[src/rtl/lh_pkg.sv]
// Shared widths, ASCII constants and FSM state type for the digest hex serializer.
package lh_pkg;

    localparam int unsigned DIGEST_W  = 64;
    localparam int unsigned N_NIBBLES = 16;
    localparam int unsigned NIB_W     = 4;
    localparam int unsigned CNT_W     = $clog2(N_NIBBLES);
    localparam int unsigned CHAR_W    = 8;

    localparam logic [CHAR_W-1:0] ASCII_NL   = 8'h0A;
    localparam logic [CHAR_W-1:0] ASCII_0    = 8'h30;
    localparam logic [CHAR_W-1:0] ASCII_A_LC = 8'h61;

    typedef enum logic [1:0] {
        IDLE = 2'd0,
        HEX  = 2'd1,
        NL   = 2'd2
    } state_t;

endpackage

[src/rtl/lh_nibble_to_hex.sv]
// Combinational nibble to lowercase ASCII hex digit.
module lh_nibble_to_hex
    import lh_pkg::*;
(
    input  logic [NIB_W-1:0]  nib,
    output logic [CHAR_W-1:0] ascii_c
);

    always_comb begin
        if (nib < NIB_W'(10)) begin
            ascii_c = ASCII_0 + CHAR_W'(nib);
        end else begin
            ascii_c = ASCII_A_LC + CHAR_W'(nib - NIB_W'(10));
        end
    end

endmodule

[src/rtl/lh_digest_hex_ser.sv]
// Serializes a 64-bit digest as 16 lowercase hex characters (plus optional newline)
// over a valid/ready character stream; overrun of a busy frame is flagged, not queued.
module lh_digest_hex_ser
    import lh_pkg::*;
#(
    parameter bit APPEND_NEWLINE = 1'b1
) (
    input  logic                clk,
    input  logic                rst_n,
    input  logic [DIGEST_W-1:0] digest_in,
    input  logic                digest_valid,
    output logic [CHAR_W-1:0]   out_char,
    output logic                out_valid,
    input  logic                out_ready,
    output logic                out_last,
    output logic                busy,
    output logic                err_overrun,
    input  logic                err_clear
);

    localparam logic [CNT_W-1:0] LAST_NIB = CNT_W'(N_NIBBLES - 1);

    state_t              state, state_nxt;
    logic [DIGEST_W-1:0] sreg, sreg_nxt;
    logic [CNT_W-1:0]    cnt, cnt_nxt;
    logic                err_nxt;
    logic                xfer_c, frame_end_c, overrun_c;
    logic [CHAR_W-1:0]   hex_c, char_nxt;
    logic                last_nxt, valid_nxt;

    // Encoder looks at the next MS nibble so out_char can be registered.
    lh_nibble_to_hex u_hex (
        .nib     (sreg_nxt[DIGEST_W-1 -: NIB_W]),
        .ascii_c (hex_c)
    );

    // State register; all outputs are flops loaded from next-cycle values.
    always_ff @(posedge clk or negedge rst_n) begin
        if (!rst_n) begin
            state       <= IDLE;
            sreg        <= '0;
            cnt         <= '0;
            err_overrun <= 1'b0;
            out_char    <= '0;
            out_last    <= 1'b0;
            out_valid   <= 1'b0;
            busy        <= 1'b0;
        end else begin
            state       <= state_nxt;
            sreg        <= sreg_nxt;
            cnt         <= cnt_nxt;
            err_overrun <= err_nxt;
            out_char    <= char_nxt;
            out_last    <= last_nxt;
            out_valid   <= valid_nxt;
            busy        <= valid_nxt;
        end
    end

    // Next-state logic.
    always_comb begin
        state_nxt = state;
        sreg_nxt  = sreg;
        cnt_nxt   = cnt;

        xfer_c      = (state != IDLE) && out_ready;
        frame_end_c = xfer_c && ((state == NL) ||
                                 (state == HEX && cnt == LAST_NIB && !APPEND_NEWLINE));
        overrun_c   = digest_valid && (state != IDLE) && !frame_end_c;

        case (state)
            IDLE: begin
                if (digest_valid) begin
                    sreg_nxt  = digest_in;
                    cnt_nxt   = '0;
                    state_nxt = HEX;
                end
            end
            HEX: begin
                if (xfer_c) begin
                    sreg_nxt = sreg << NIB_W;
                    cnt_nxt  = CNT_W'(cnt + 1'b1);
                    if (cnt == LAST_NIB) begin
                        if (APPEND_NEWLINE) state_nxt = NL;
                        else                state_nxt = IDLE;
                    end
                end
            end
            NL: begin
                if (xfer_c) state_nxt = IDLE;
            end
            default: state_nxt = IDLE;
        endcase

        // Frame end doubles as an accept slot for a back-to-back digest.
        if (frame_end_c) begin
            if (digest_valid) begin
                sreg_nxt  = digest_in;
                cnt_nxt   = '0;
                state_nxt = HEX;
            end else begin
                sreg_nxt  = '0;
                cnt_nxt   = '0;
                state_nxt = IDLE;
            end
        end

        err_nxt = overrun_c || (err_overrun && !err_clear);
    end

    // Output logic for the cycle after this edge.
    always_comb begin
        char_nxt  = '0;
        last_nxt  = 1'b0;
        valid_nxt = (state_nxt != IDLE);
        case (state_nxt)
            HEX: begin
                char_nxt = hex_c;
                last_nxt = !APPEND_NEWLINE && (cnt_nxt == LAST_NIB);
            end
            NL: begin
                char_nxt = ASCII_NL;
                last_nxt = 1'b1;
            end
            default: ;
        endcase
    end

endmodule

[config.mk]
export PLATFORM = sky130hd
export DESIGN_NAME = lh_digest_hex_ser
export DESIGN_NICKNAME = d
export VERILOG_FILES = /design/src/rtl/lh_pkg.sv /design/src/rtl/lh_nibble_to_hex.sv /design/src/rtl/lh_digest_hex_ser.sv
export SDC_FILE = /design/constraint.sdc
export NUM_CORES = 1
export LEC_CHECK = 0
export ABC_CLOCK_PERIOD_IN_PS = 2900
export CORE_UTILIZATION = 50
export CTS_CLUSTER_DIAMETER = 60
export CTS_CLUSTER_SIZE = 25
export DETAILED_ROUTE_END_ITERATION = 7
export PLACE_DENSITY = 0.86
export SYNTH_ARGS = -nofsm -noshare
export SYNTH_HDL_FRONTEND = slang
export SYNTH_HIERARCHICAL = 1
export SYNTH_SLANG_ARGS = --single-unit
[constraint.sdc]
create_clock -name clk -period 2.9 [get_ports clk]
set_input_delay 0.725 -clock clk [delete_from_list [all_inputs] [get_ports clk]]
set_output_delay 0.725 -clock clk [all_outputs]
set_load 0.01 [all_outputs]
==> qor.yml, run 1 <==
status: "finished, final reports clean"
cts.sink_count: 81
fin_ws_ns: 0.355
r2r_start: "state[0]"
syn-num-nets: 378
synth_xor_area_share_pct: 0.961
port_buffers: 80
via_per_inst: 5.60
grt_pass1_vias: 2732
syn_inst: 301
synth_fa_ha_area_share_pct: 2.75
ys_ff_latch: 81
crit_path_start_kind: "flip-flop"
routabilityCongestion: 0.867
finalSetupTns_ns: 0
slew_headroom_pct: 66.3
sw_frac_of_total_pct: 29.3
worstPathRequired_ns: 3.18
final_area_um2: 4790
cp_slowest_cell: "dfrtp_1"
drv_cap: 0
timing.final.hold_violations: 0
cp_cell_sequence: "and3b_2 > o21ba_2 > a221o_1 > inv_1 > ha_1 > inv_1 > ha_1 > xor2_1 > a21oi_1 > a21oi_1 > nor2b_1"
dp_hpwl_um: 5400
postCtsSetupRepairBufs: 0
clkPwrFrac_pct: 23.6
fmax_mhz: 393
ys.flop_type: "dfrtp_1"
clock_latency_ns: 0.35
synth.distinct_cells: 33
power.leakage_nw: 2.24
cellPowerDensity_nw_per_um2: 719
p_sw_w: 0.00101
fin_skew_ns: 0.0112
drt_iter0_drc: 93
clockRootBuffer: "clkbuf_8"
drt_wl_total_um: 7870
netlist_area_um2: 3640
tightest_slew_ns: 0.506
worstSetupEndpointType: "flip-flop"
synth_edf_count: 0
drc_errors: 0
hp-class: "in2async"
grt_max_degree: 44
worstSetupPathType: "reg2reg"
nets: 462
p_comb_share_pct: 28.9
syn_avg_cell_area_um2: 12.1
grt_pass1_wl_um: 12600
h-tree-depth: 3
num_vias: 2722
setup_viol: 0
yosysSeqAreaShare_pct: 55.6
reg2regPathDepth: 11
arrival_ns: 2.82
io_pins: 81
max_stage_delay_ns: 0.56
dieHeight_um: 87.4
drtPass1Iterations: 4
yosys_warnings: 6
antenna_found_initial: 0
wl_per_cell_um: 16.2
ant_nets: 0
cts_buffer_depth: 2
vdd_drop_max_mv: 0.310
drive_gt1_share_pct: 10.8
start_util_pct: 52.8
internal-power_w: 0.00244
placed_cell_area_um2: 4580
min_period_ns: 2.55
p_seq_share_pct: 47.4
rsz0062_at_grt: "no"
grt_usage_pct: 21.9
numCtsBuffers: 9
r2r_setup_slack_ns: 0.35
rows: 30
die_w_um: 87.4
diodes: 0
cp_max_fo: 13
synthMuxAreaShare_pct: 0.858
fin_crit_sh_pct: 87.8
synth_compound_area_share_pct: 20.5
core_um2: 6910
clk_pin_slew_ns: 0.08
slew_violations: 0
dp_slack_ns: -0.297
synth_top_family_by_area: "compound AO/OA/AOI/OAI gates"
holdWs_ns: 0.338
async_reset_ff_share_pct: 100
r2r-end: "out_char[3]"
globalRoute.totalOverflow: 0
die_area_um2: 7640
cts_tree: "yes"
synthSimpleGateAreaFrac_pct: 14.9
area_delta_synth_final_pct: 31.5
cells in the final DEF, fill, tap and decap left out, drive strengths merged, types with 5 or more instances in the layout:
master and count:
buf 19, dfrtp 81, clkdlybuf4s50 77, clkbuf 9, nand2 7, and2 66, inv 7, ha 8
o21ai 6, a221o 61, a22o 5
per-stage QoR:
step	cells	utilization (%)	total power, W
global route	486	69.4	0.00364
global placement	470	66.4	0.00259
finish	486	69.4	0.00345
detailed placement	470	66.4	0.00264
floorplan	301	-	0.00226
CTS	486	69.2	0.00346
routing by layer:
metal  share of wire, %  track usage (%)  vias up
li1                   -                -     1280
met1                 45             29.1     1347
met2                 48             34.4       79
met3                4.9             4.17       16
met4                2.1             11.2        0
met5                  0                0        -
worst max-delay path, delay by kind of cell (launching register included):
| kind | cells | cell delay (ns) |
|---|---|---|
| flip-flops | 1 | 0.56 |
| XOR/XNOR | 1 | 0.18 |
| buffers and inverters | 2 | 0.12 |
| adder cells (fa/ha/maj) | 2 | 0.46 |
| AO/OA/AOI/OAI | 4 | 0.76 |
| AND/OR/NAND/NOR | 2 | 0.40 |
sequential cells by signal (all words and copies together) (netlist names):
signal and flops:
sreg 64, out_char 8, cnt 4, state 2
busy 1, err_overrun 1, out_last 1
logic make-up after synthesis:
| kind of cell | after synthesis |
|---|---|
| AO/OA/AOI/OAI | 81 |
| XOR/XNOR | 4 |
| adder cells (fa/ha/maj) | 8 |
| buffers and inverters | 32 |
| flip-flops | 81 |
| multiplexers | 3 |
| other | 1 |
| AND/OR/NAND/NOR | 91 |
power by group through the flow:
stage	sequential, W	clock, W	combinational, W
floorplan	0.00160	0	0.000657
global placement	0.00164	0	0.000951
detailed placement	0.00165	0	0.000993
CTS	0.00163	0.000821	0.00100
global route	0.00167	0.000868	0.00110
finish	0.00163	0.000813	0.000997
area by class of cell:
cell class,count,area (um^2)
clock buffers,9,124
clock inverters,7,71.3
fillers,511,2110
inverters,7,26.3
multi-input cells,188,1470
flip-flops and latches,81,2030
well taps,96,120
repair buffers,98,951
what timing repair did:
| action | 4_1_cts | 5_1_grt |
|---|---|---|
| endpoints found under the setup margin | 0 | 2 |
| resized for setup | 0 | 4 |
| hold buffers | 0 | 0 |
how the worst max path moves through the flow:
stage | start | endpoint | slack [ns] | depth (start not counted)
after floorplan | out_ready | out_char[4] | 0.01 | 13
after global routing | state[0] | out_char[3] | 0.20 | 11
after detailed placement | out_ready | out_char[3] | -0.30 | 12
final | state[0] | out_char[3] | 0.35 | 11
after CTS | out_ready | out_char[3] | 0.05 | 12
after global placement | out_ready | out_char[4] | -0.21 | 12
cell usage after synthesis (3+ instances only):
library cell | n | area, um^2
a21oi_1 | 4 | 20.0
a221o_1 | 61 | 611
a22o_1 | 5 | 43.8
and2_1 | 66 | 413
buf_2 | 16 | 80.1
clkbuf_1 | 6 | 22.5
dfrtp_1 | 81 | 2030
ha_1 | 8 | 100
inv_1 | 7 | 26.3
nand2_1 | 7 | 26.3
nand2b_1 | 4 | 25.0
nor3_1 | 3 | 15.0
o21ai_0 | 4 | 20.0
xor2_1 | 3 | 26.3
Power figures use the tool's default switching activity.
==> run 2: changes to the inputs <==
CAP_MARGIN = 30   (was not set)
==> results of run 2 <==
The final DEF is identical to that of run 1; final timing and power are the same.
==> run 3: changes to the inputs <==
ABC_CLOCK_PERIOD_IN_PS = not set   (was 2900)
SETUP_SLACK_MARGIN = 0.05   (was not set)
==> run 3 against run 2 <==
Sequential share of layout area down 0.055 points. Clock skew shrank 0.0048 ns. First-iteration DRC count increased by 88%. Sequential power hardly changed. Critical path depth is 1 higher. Power grew 0.19%. Clock-buffer cell count is 2 higher. Via count increased by 3.2%. Critical endpoint unchanged. Largest cell class unchanged.
==> qor.yml, run 3 (same netlist as run 1, synthesis figures left out) <==
multi_input_area_um2: 1490  # +0.85%
grt_max_degree: 68  # +55%
finalSetupTns_ns: 0  # unchanged
slew_headroom_pct: 64.4  # -1.9 points
drt_iter0_drc: 175  # +88%
r2r-end: "out_char[3]"
die_w_um: 87.4  # unchanged
tightest_slew_ns: 0.534  # +0.0280 ns
port_buffers: 80  # unchanged
clk_pin_slew_ns: 0.08  # about the same
via_per_inst: 5.76  # +2.8%
rows: 30  # unchanged
fin_ws_ns: 0.180  # -0.175 ns
clock_latency_ns: 0.35  # about the same
r2r_start: "state[0]"
h-tree-depth: 3  # unchanged
worstPathRequired_ns: 3.18  # about the same
regMostFlops: "sreg"
drc_errors: 0  # unchanged
cellPowerDensity_nw_per_um2: 719  # about the same
nets: 464  # +0.43%
wl_met3_um: 480  # +25%
ff_latch_area_um2: 2030  # unchanged
io_pins: 81  # unchanged
finalPower_w: 0.00345  # +0.19%
final_cells: 488  # +0.41%
ant_nets: 0  # unchanged
fin_crit_sh_pct: 93.8  # +6.0 points
rsz0062_at_grt: "no"
die_area_um2: 7640  # unchanged
drtPass1Iterations: 4  # unchanged
core_um2: 6910  # unchanged
area_delta_synth_final_pct: 31.7
worstSetupPathType: "in2reg"
wl_per_cell_um: 16.9  # +4.2%
wl_met2_um: 4000  # +5.4%
start_util_pct: 52.8  # unchanged
fmax_mhz: 368  # -6.4%
power.leakage_nw: 2.23  # -0.57%
fin_skew_ns: 0.00635  # -0.00485 ns
num_vias: 2810  # +3.2%
top_layer_used: "met4"
largest_registers: "sreg x64, out_char x8, cnt x4"
cts_hold_buf: 0  # unchanged
slew_violations: 0  # unchanged
cts_tree: "yes"
min_period_ns: 2.72  # +0.175 ns
largest_reg_flops: 64  # unchanged
fin_util_pct: 69.5  # +0.090 points
dp.cells: 471  # +0.21%
globalRoute.totalOverflow: 0  # unchanged
vdd_drop_max_mv: 0.307  # -1.3%
cp_max_fo: 4  # -9
drt-met1-wl_um: 3560  # +0.96%
final_common_cell: "dfrtp_1"
status: "finished, final reports clean"
nFillCells: 522  # +2.2%
final_cell_mix: "dfrtp_1, clkdlybuf4s50_1, and2_1"
dp_slack_ns: -0.283  # +0.0139 ns
grt_pass1_wl_um: 13600  # +7.7%
crit_path_start_kind: "input port"
reg2regPathDepth: 10  # -1
dp_hpwl_um: 5400  # +0.10%
antenna_found_initial: 0  # unchanged
r2r_setup_slack_ns: 0.36  # about the same
clockRootBuffer: "clkbuf_8"
drive_gt1_share_pct: 11.2  # +0.46 points
hp-class: "in2async"
diodes: 0  # unchanged
timing.final.hold_violations: 0  # unchanged
arrival_ns: 3.00  # +0.18 ns
setup_viol: 0  # unchanged
startpoint: "digest_valid"
dieHeight_um: 87.4  # unchanged
drv_cap: 0  # unchanged
numCtsBuffers: 9  # unchanged
routabilityCongestion: 0.796  # -8.1%
grt_usage_pct: 23.6  # +1.7 points
cts.sink_count: 81  # unchanged
grt_pass1_vias: 2844  # +4.1%
cts_buffer_depth: 2  # unchanged
worstSetupEndpointType: "flip-flop"
drt_wl_total_um: 8230  # +4.6%
## run 3: power breakdown
| group | internal, W | switching [W] |
|---|---|---|
| Clock | 0.000331 | 0.000396 |
| Combinational | 0.000624 | 0.000457 |
| Sequential | 0.00146 | 0.000184 |
| Total | 0.00241 | 0.00104 |
## run 3: worst max-delay path by stage
stage | endpoint | slack, ns | cells past startpoint
5_1_grt | out_char[3] | 0.06 | 12
3_5_place_dp | out_char[4] | -0.28 | 12
4_1_cts | out_char[3] | 0.15 | 12
3_3_place_gp | out_char[4] | -0.20 | 12
2_1_floorplan | out_char[4] | 0.07 | 13
6_report | out_char[3] | 0.18 | 12
## run 3: area by class of cell
type | instances | area share (%)
sequential | 81 | 42.2
multi-input combinational | 188 | 31.0
timing repair buffer | 100 | 20.2
clock buffer | 11 | 2.95
tap | 96 | 2.50
clock inverter | 5 | 0.652
inverter | 7 | 0.548
## run 3: repair_timing
item | 4_1_cts | 5_1_grt
pin swaps | 2 | 2
buffers inserted | 1 | 0
hold endpoints to repair | 0 | 0
resized for setup | 1 | 2
setup endpoints to repair | 1 | 2
## run 3: layer usage
metal  up-vias  track usage, %
li1       1283               -
met1      1413            30.8
met2        94            36.4
met3        20            6.92
met4         0            10.4
met5         -               0
## run 3: critical path: stages
cell and delay, ns:
clkdlybuf4s50_1 0.50, mux2i_1 0.10, o21ba_2 0.24, a221o_1 0.31, inv_1 0.10, ha_1 0.16
inv_1 0.07, ha_4 0.23, xor2_2 0.17, a21oi_1 0.18, a21oi_1 0.10, nor2b_1 0.11
## run 3: per-stage QoR
step                      instance area (um^2)  hold WS [ns]
after floorplan                           3640         0.429
after global placement                    4570         0.477
after detailed placement                  4600         0.474
after CTS                                 4780         0.218
after global routing                      4800         0.219
final                                     4800         0.227
